**src/rtl/fetch_sequencer.sv**
```systemverilog
// Two-state fetch/execute sequencer: owns the PC and IR, drives the instruction
// ROM address, and decodes the IR into one-cycle datapath strobes.
module fetch_sequencer #(
   parameter int WORD_W = 8,
   parameter int OP_W   = 3
) (
   input  logic                   clock,
   input  logic                   reset,
   input  logic [WORD_W-1:0]      Idata,
   input  logic                   z_flag,
   input  logic                   stall,
   output logic [WORD_W-OP_W-1:0] Iaddress,
   output logic [WORD_W-OP_W-1:0] Daddress,
   output logic                   op_load,
   output logic                   op_store,
   output logic                   op_add,
   output logic                   op_sub,
   output logic                   exec
);

   localparam int A_W = WORD_W - OP_W;

   localparam logic [OP_W-1:0] OP_LOAD  = OP_W'(0);
   localparam logic [OP_W-1:0] OP_STORE = OP_W'(1);
   localparam logic [OP_W-1:0] OP_ADD   = OP_W'(2);
   localparam logic [OP_W-1:0] OP_SUB   = OP_W'(3);
   localparam logic [OP_W-1:0] OP_BNE   = OP_W'(4);

   localparam logic [A_W-1:0] PC_ONE = A_W'(1);

   typedef enum logic {FETCH, EXEC} state_t;

   state_t              state;
   logic [A_W-1:0]      pc;
   logic [WORD_W-1:0]   ir;
   logic [OP_W-1:0]     opcode;
   logic [A_W-1:0]      operand;

   assign opcode  = ir[WORD_W-1 -: OP_W];
   assign operand = ir[A_W-1:0];

   always_ff @(posedge clock) begin
      if (reset) begin
         state <= FETCH;
         pc    <= '0;
         ir    <= '0;
      end else if (!stall) begin
         case (state)
            FETCH: begin
               ir    <= Idata;
               pc    <= pc + PC_ONE;
               state <= EXEC;
            end
            EXEC: begin
               // BNE is the only instruction that redirects the PC
               if (opcode == OP_BNE && !z_flag)
                  pc <= operand;
               state <= FETCH;
            end
            default: state <= FETCH;
         endcase
      end
   end

   // Strobes are gated by stall so a frozen EXEC never repeats a datapath action
   always_comb begin
      op_load  = 1'b0;
      op_store = 1'b0;
      op_add   = 1'b0;
      op_sub   = 1'b0;
      if (state == EXEC && !stall) begin
         case (opcode)
            OP_LOAD:  op_load  = 1'b1;
            OP_STORE: op_store = 1'b1;
            OP_ADD:   op_add   = 1'b1;
            OP_SUB:   op_sub   = 1'b1;
            default:  ;
         endcase
      end
   end

   assign exec     = (state == EXEC);
   assign Iaddress = pc;
   assign Daddress = operand;

endmodule

```
**config.mk**
```make
export PLATFORM = sky130hd
export DESIGN_NAME = fetch_sequencer
export DESIGN_NICKNAME = d
export VERILOG_FILES = /design/src/rtl/fetch_sequencer.sv
export SDC_FILE = /design/constraint.sdc
export NUM_CORES = 1
export LEC_CHECK = 0
export CAP_MARGIN = 20
export CORE_MARGIN = 2
export CORE_UTILIZATION = 48
export CTS_BUF_LIST = sky130_fd_sc_hd__clkbuf_8
export DETAILED_ROUTE_END_ITERATION = 10
export PLACE_DENSITY_LB_ADDON = 0.15
export SKIP_LAST_GASP = 1
export SYNTH_ARGS = -nofsm -noshare
export SYNTH_HDL_FRONTEND = slang
export SYNTH_SLANG_ARGS = --single-unit
```
**constraint.sdc**
```tcl
create_clock -name clock -period 3.9 [get_ports clock]
set_clock_uncertainty 0.2 [all_clocks]
set_input_delay 0.39 -clock clock [delete_from_list [all_inputs] [get_ports clock]]
set_output_delay 0.39 -clock clock [all_outputs]
set_load 0.02 [all_outputs]
```
# --- Word level (Yosys, flattened, before mapping) ---
# Index checks and enable logic that the tools add are counted.
# W data, S select, Z words.
word_totals:
  reg_bits: 14
  inputBits: 12
  word_cells: 29
classes:
  addsub: 1
  eq_ne: 5
  muxes: 11
  bitwise: 2
  reduce_logical: 7
op_table:
  columns: ["cell", "count"]
  rows:
  - ["$pmux W5 S2", 1]
  - ["$mux W1", 8]
  - ["$eq A3 B2 Y1 const B", 2]
  - ["$add A5 B1 Y5 const B", 1]
  - ["$mux W5", 1]
  - ["$reduce_and A2 Y1", 2]
  - ["$eq A3 B1 Y1 const B", 1]
  - ["$eq A3 B3 Y1 const B", 1]
  - ["$logic_not A3 Y1", 1]
  - ["$logic_and A1 B1 Y1", 2]
  - ["$logic_not A1 Y1", 2]
  - ["$ne A2 B1 Y1 const B", 1]
  - ["$not A1 Y1", 2]
  - ["$pmux W1 S2", 1]

# --- Depth between registers and ports, before layout ---
# Gate-level depths: netlist of the first run.
depth:
  depth_word: 4
  ltp_mapped: 5
  depth_no_buf: 5

# --- Worst setup path before layout of the first run ---
# Ideal clock, no wire load.
synth_path:
  path_type: "reg-to-output"
  from: "register state (netlist: exec)"
  to: "output port op_load"
  arrival_ns: 1.441
  required_ns: 3.310
  slack_ns: 1.869
  stages_incl_launch_ff: 3
  n_path_buf: 0
  cell_sequence: "dfxtp_1 -> or3b_2 -> nor3_1"
synth_via:
  elab_chain_cells: 2
synth_rtl:
  columns: ["item", "line", "rtl"]
  rows:
  - ["start: declaration", "33", "state_t state;"]
  - ["start signal: assignment", "44", "state <= FETCH;"]
  - ["start signal: assignment", "52", "state <= EXEC;"]
  - ["start signal: assignment", "58", "state <= FETCH;"]
  - ["$logic_and A1 B1 Y1", "71", "if (state == EXEC && !stall) begin"]
  - ["$mux W1", "71", null]
  - ["end: declaration", "14", "output logic op_load,"]
# No other way between the ends.

# --- Final worst setup path of the first run ---
# Ends and elaborated chain as after synthesis.

==> impl_results.md, run 1 <==
* Hold Path Class: reg2reg
* Met1 usage in global routing at 25.6%
* CTS tree: done
* Pins Over Slew Limit at 0
* Fin crit period at 2.76 ns
* Nets@finish at 130
* Post-synthesis area per instance at 7.51 um2
* Initial Utilization at 52.8%
* Number of DRC markers in iteration 0 at 28
* Max VDD drop at 0.000276 V
* GRT busiest layer: met2
* WP buf/inv at 1
* Vias in the first global route at 711
* Area contributors post-synth: dfxtp_1 (39%), nand2_1 (10%), a21oi_1 (9.1%)
* Delay-heaviest family, CP: simple AND/OR/NAND/NOR gates
* CP Max Fanout at 16
* Die W at 42.5 um
* CP arrival at 2.17 ns
* Leading area contributor after synthesis: dfxtp_1
* Leak pwr at 0.348 nW
* Share of cells above drive strength 1 at 6.09%
* Crit share post-route at 70.9%
* Largest net degree at the start of global routing at 17
* Net switching power at 0.0929 mW
* YS warnings at 0
* Global route overflow at 0
* Final setup viols at 0
* Startpoint type of the worst setup path: flop
* Post-Route WL at 1870 um
* Antenna Cells at 0
* DIE AREA at 1810 um2
* Drt drc at 0
* Sequential share of power at 47.6%
* Placed cell area at 940 um2
* Clk_lat worst skew at 0.24 ns
* Top Ports at 27
* Die H at 42.5 um
* Total GRT Usage at 22.3%
* Root buf cell: clkbuf_8
* First-pass GRT wire length at 3020 um
* CTS resizes at 0
* Via-per-instance ratio at 5.86
* Count of cell types in the netlist at 25
* CP Capture Type: output pin
* Outcome: finished, final reports clean
* Maxcap violations at 0
* CTS Buf Count at 3
* Power Total at 0.347 mW
* Final Hold Fails at 0
* Crit-path max cell delay at 0.64 ns
* Layout area overhead at 37.5%
* Required time of the critical path at 3.31 ns
* DR vias at 762
* DR WL/cell at 14.4 um
* Seq/Total Area, Yosys at 39.3%
* Power density over cell area at 354 nW/um2
* Synth Register Bits at 14
* CTS H-tree depth at 1
* Fmax achieved at 362 MHz
* FP Rows at 13
* CTS max path bufs at 2
* Routing usage on met3 at 4.31%
* Core Region at 1350 um2
* GR Layer Usage met2 at 38.8%
* Unrepaired setup endpoints after global routing: no
* Port Buf Inserts at 26
* Total Neg Setup Slack at 0 ns
* Mapped cell area at 713 um2
* CP max stage cell: dfxtp_1
* Post-CTS setup buffers at 0
* Top cell type's share of synthesized area at 39.3%
* Headroom to the max-slew limit at 50.8%
* Initial antenna violation count at 0
* Number of routed nets with antenna violations at 0
* Placer congestion estimate at 0.809
* Least-Margin Pin Slew at 0.727 ns
* Critical path, cell by cell: or3b_2, nor3_1, clkdlybuf4s50_1
* Combinational Power Share at 19.4%
* Clk pwr share at 33.1%
* Post-synth net total at 108
* Final core occ at 72.7%
* Clock Sinks at 14
* CTS Hold Bufs at 0
* Fin area at 981 um2
* 1st-pass router iterations at 4
* Int Pwr at 0.254 mW
* Synth Instances at 95
* Final HPWL DP at 1290 um
* Switching part of the total power at 26.8%
* WS Path Type: reg2out
* Clock transition at the registers of the reported paths at 0.05 ns
through the flow:
step                      setup WS (ns)  hold WS [ns]  instances
after CTS                          1.15         0.270        130
after floorplan                    1.87         0.245         95
after global placement             1.30         0.261        127
after global routing               1.03         0.292        130
final                              1.14         0.267        130
after detailed placement           1.28         0.259        127
registers in the layout, indices dropped and copies added (netlist names):
register,flops
ir,8
Iaddress,5
exec,1
cell families after synthesis:
| kind of cell | share of synthesized area (%) |
|---|---|
| AOI/OAI and AO/OA | 19.6 |
| adders and majority gates | 1.75 |
| buffers and inverters | 8.42 |
| DFF | 39.3 |
| and+or+nand+nor | 30.9 |
worst min-delay path, stage by stage, from the launching register on:
cell and delay [ns]:
dfxtp_1 0.31, nand2_1 0.05, a21oi_1 0.05
power by group through the flow:
stage / Sequential [mW] / Combinational (mW) / Clock [mW]
after floorplan: 0.168 / 0.0370 / 0
after global placement: 0.167 / 0.0648 / 0
after detailed placement: 0.168 / 0.0667 / 0
after CTS: 0.165 / 0.0674 / 0.117
after global routing: 0.167 / 0.0726 / 0.125
final: 0.165 / 0.0672 / 0.115
layer usage:
metal	part of all wire [%]	wire [um]
met5	0	0
met4	1.7	31
met3	6.4	120
met2	53	981
met1	39	733
layout by cell type (no fill, tap or decap), drive strengths merged, types with 2 or more instances in the layout:
cell type,netlist,layout
a31oi,2,2
a211oi,2,2
a21oi,13,13
nor3,2,2
nand3,4,4
nand2,19,19
clkbuf,4,3
nor4,2,2
o21ai,3,3
or2,2,2
nor2,8,8
dfxtp,14,14
or3,2,2
inv,2,2
clkdlybuf4s50,0,26
o221ai,2,2
final timing paths:
check | from | to | slack (ns) | cells after the start
min reg2reg | ir[1] | ir[1] | 0.27 | 2
min | ir[1] | ir[1] | 0.27 | 2
max | exec | op_load | 1.14 | 3
max reg2reg | ir[5] | Iaddress[1] | 2.09 | 4
cell type report:
class,instances,area [um2]
Tap cell,15,18.8
Timing Repair Buffer,26,260
Clock buffer,3,41.3
Inverter,2,7.51
Sequential cell,14,280
Fill cell,117,369
Multi-Input combinational cell,70,373
synth_stat cells:
master / count
nand2_1: 19
dfxtp_1: 14
a21oi_1: 13
nor2_1: 8
buf_4: 5
clkbuf_1: 4
nand3_1: 4
o21ai_0: 3
a211oi_1: 2
a31oi_1: 2
inv_1: 2
nor3_1: 2
nor4_1: 2
o221ai_1: 2
or2_2: 2
or3_1: 2
a41oi_1: 1
ha_1: 1
nand3b_1: 1
nand4_1: 1
nor2b_1: 1
nor4b_1: 1
o22ai_1: 1
or3b_2: 1
or4b_4: 1
No activity file was read; power rests on OpenSTA's default activity.
==> inputs of run 2 (changes only) <==
CORE_UTILIZATION = 40   (was 48)
clock period = 2.31 ns   (was 3.9 ns; I/O delays follow)
==> impl_results.md, run 2 (same netlist as run 1, synthesis figures left out) <==
* Outcome: finished, final reports clean
* Layout area overhead at 43.3%
* R2r worst-path depth at 4 (unchanged)
* Max VDD drop at 0.000269 V (-2.6%)
* Drt drc at 0 (unchanged)
* FP Rows at 15 (+2)
* Unrepaired setup endpoints after global routing: no
* First-pass GRT wire length at 2820 um (-6.4%)
* DR WL/cell at 12.0 um (-17%)
* Critical path, cell by cell: or3b_2, nor2_1, clkdlybuf4s50_1
* CTS max path bufs at 2 (unchanged)
* Required time of the critical path at 1.88 ns (-1.43 ns)
* CTS Hold Bufs at 0 (unchanged)
* Non-filler cells in the finished layout at 144 (+11%)
* Power density over cell area at 578 nW/um2 (+63%)
* Max reg flops at 8 (unchanged)
* Power Total at 0.591 mW (+70%)
* Placer congestion estimate at 0.796 (-1.5%)
* Total GRT Usage at 18.4% (-3.9 points)
* Number of routed nets with antenna violations at 0 (unchanged)
* Root buf cell: clkbuf_8
* Port Buf Inserts at 26 (unchanged)
* Delay-heaviest family, CP: buffers and inverters
* WP buf/inv at 1 (unchanged)
* Biggest register: ir
* Vias in the first global route at 667 (-6.2%)
* Fin crit period at 2.22 ns
* Pins Over Slew Limit at 0 (unchanged)
* DP Worst Slack at 0.237 ns (-1.05 ns)
* Top Ports at 27 (unchanged)
* Final HPWL DP at 1280 um (-0.83%)
* CP Max Fanout at 6 (-10)
* Die W at 46.2 um (+8.6%)
* Clock transition at the registers of the reported paths at 0.06 ns (about the same)
* Antenna Cells at 0 (unchanged)
* Cells after DPL at 141 (+11%)
* Hold Path Cell Cnt at 2 (unchanged)
* 1st-pass router iterations at 4 (unchanged)
* Fmax achieved at 451 MHz
* CP arrival at 1.79 ns (-0.38 ns)
* WS Path Type: reg2out
* CP max stage cell: clkdlybuf4s50_1
* Headroom to the max-slew limit at 62.3% (+11 points)
* Least-Margin Pin Slew at 0.564 ns (-0.164 ns)
* Clock Sinks at 14 (unchanged)
* DIE AREA at 2140 um2 (+18%)
* Final Worst Setup Slack at 0.0919 ns (-1.04 ns)
* Initial antenna violation count at 0 (unchanged)
* Clk_lat worst skew at 0.24 ns (about the same)
* WP depth at 3 (unchanged)
* CTS tree: done
* Die H at 46.2 um (+8.6%)
* Global route overflow at 0 (unchanged)
* Share of cells above drive strength 1 at 9.24% (+3.2 points)
* Via-per-instance ratio at 5.14 (-12%)
* Leak pwr at 0.373 nW (+7.0%)
* DR vias at 740 (-2.9%)
* Largest net degree at the start of global routing at 16 (-1)
* CTS H-tree depth at 1 (unchanged)
* Total Neg Setup Slack at 0 ns (unchanged)
* Crit share post-route at 96.0%
* Startpoint type of the worst setup path: flop
* Hold Path Class: reg2reg
* Post-CTS setup buffers at 0 (unchanged)
* Most frequent cells in the layout: clkdlybuf4s50_1 (25), nand2_1 (19), dfxtp_1 (14), a21oi_1 (13), nor2_1 (8)
* Core Region at 1710 um2 (+27%)
* Final setup viols at 0 (unchanged)
* Commonest non-fill, non-tap cell in the layout: clkdlybuf4s50_1
* CP Capture Type: output pin
* Post-Route WL at 1720 um (-7.7%)
* CTS resizes at 1 (+1)
* CTS Buf Count at 3 (unchanged)
* Number of DRC markers in iteration 0 at 14 (-50%)
* Crit-path max cell delay at 0.61 ns (-0.03 ns)
* Nets@finish at 134 (+3.1%)
* Final Hold Fails at 0 (unchanged)
* Maxcap violations at 0 (unchanged)
* Initial Utilization at 41.8% (-11 points)
## run 2: cell types whose count changed in the layout (fill, tap and decap cells not counted)
cell,delta
clkdlybuf4s50_1,-1
dlygate4sd2_1,+1
buf_4,+4
## run 2: final cells by class
cell class | instances | area [um2]
flip-flops and latches | 14 | 280
clock buffers | 3 | 41.3
multi-input cells | 70 | 373
fillers | 172 | 686
well taps | 25 | 31.3
repair buffers | 30 | 289
inverters | 2 | 7.51
## run 2: per-stage QoR
stage / area [um2] / hold WS (ns) / utilization [%]
finish: 1020 / 0.271 / 59.9
global placement: 982 / 0.266 / 57.5
global route: 1020 / 0.310 / 59.9
detailed placement: 982 / 0.264 / 57.5
floorplan: 713 / 0.110 / -
CTS: 1020 / 0.272 / 59.9
## run 2: final timing paths
check             startpoint          end  slack, ns
hold reg to reg        ir[2]        ir[2]       0.27
hold / removal         ir[2]        ir[2]       0.27
setup reg to reg       ir[5]  Iaddress[2]       0.55
setup / recovery       ir[7]     op_store       0.09
## run 2: worst register-to-register path: stages, from the launching register on
cell,delay (ns)
dfxtp_1,0.36
or4b_4,0.57
or3_1,0.33
o21ai_0,0.09
a211oi_1,0.09
## run 2: layer usage
layer  global-route usage (%)  wire length [um]  vias up
met5                        0                 0        -
met4                     8.57                22        0
met3                     3.92                60        4
met2                     26.9               789       17
met1                     25.6               850      341
li1                         -                 -      378
## run 2: power by group
part | total, mW | internal [mW] | switching (mW)
Combinational | 0.121 | 0.0613 | 0.0598
Sequential | 0.273 | 0.256 | 0.0169
Clock | 0.197 | 0.115 | 0.0816
Total | 0.591 | 0.433 | 0.158
==> inputs of run 3 (changes only) <==
ABC_CLOCK_PERIOD_IN_PS = 2310   (was default)
GPL_ROUTABILITY_DRIVEN = 1   (was default)
==> results of run 3 <==
Same layout as run 2: the final DEF is identical, and so are final timing and power.
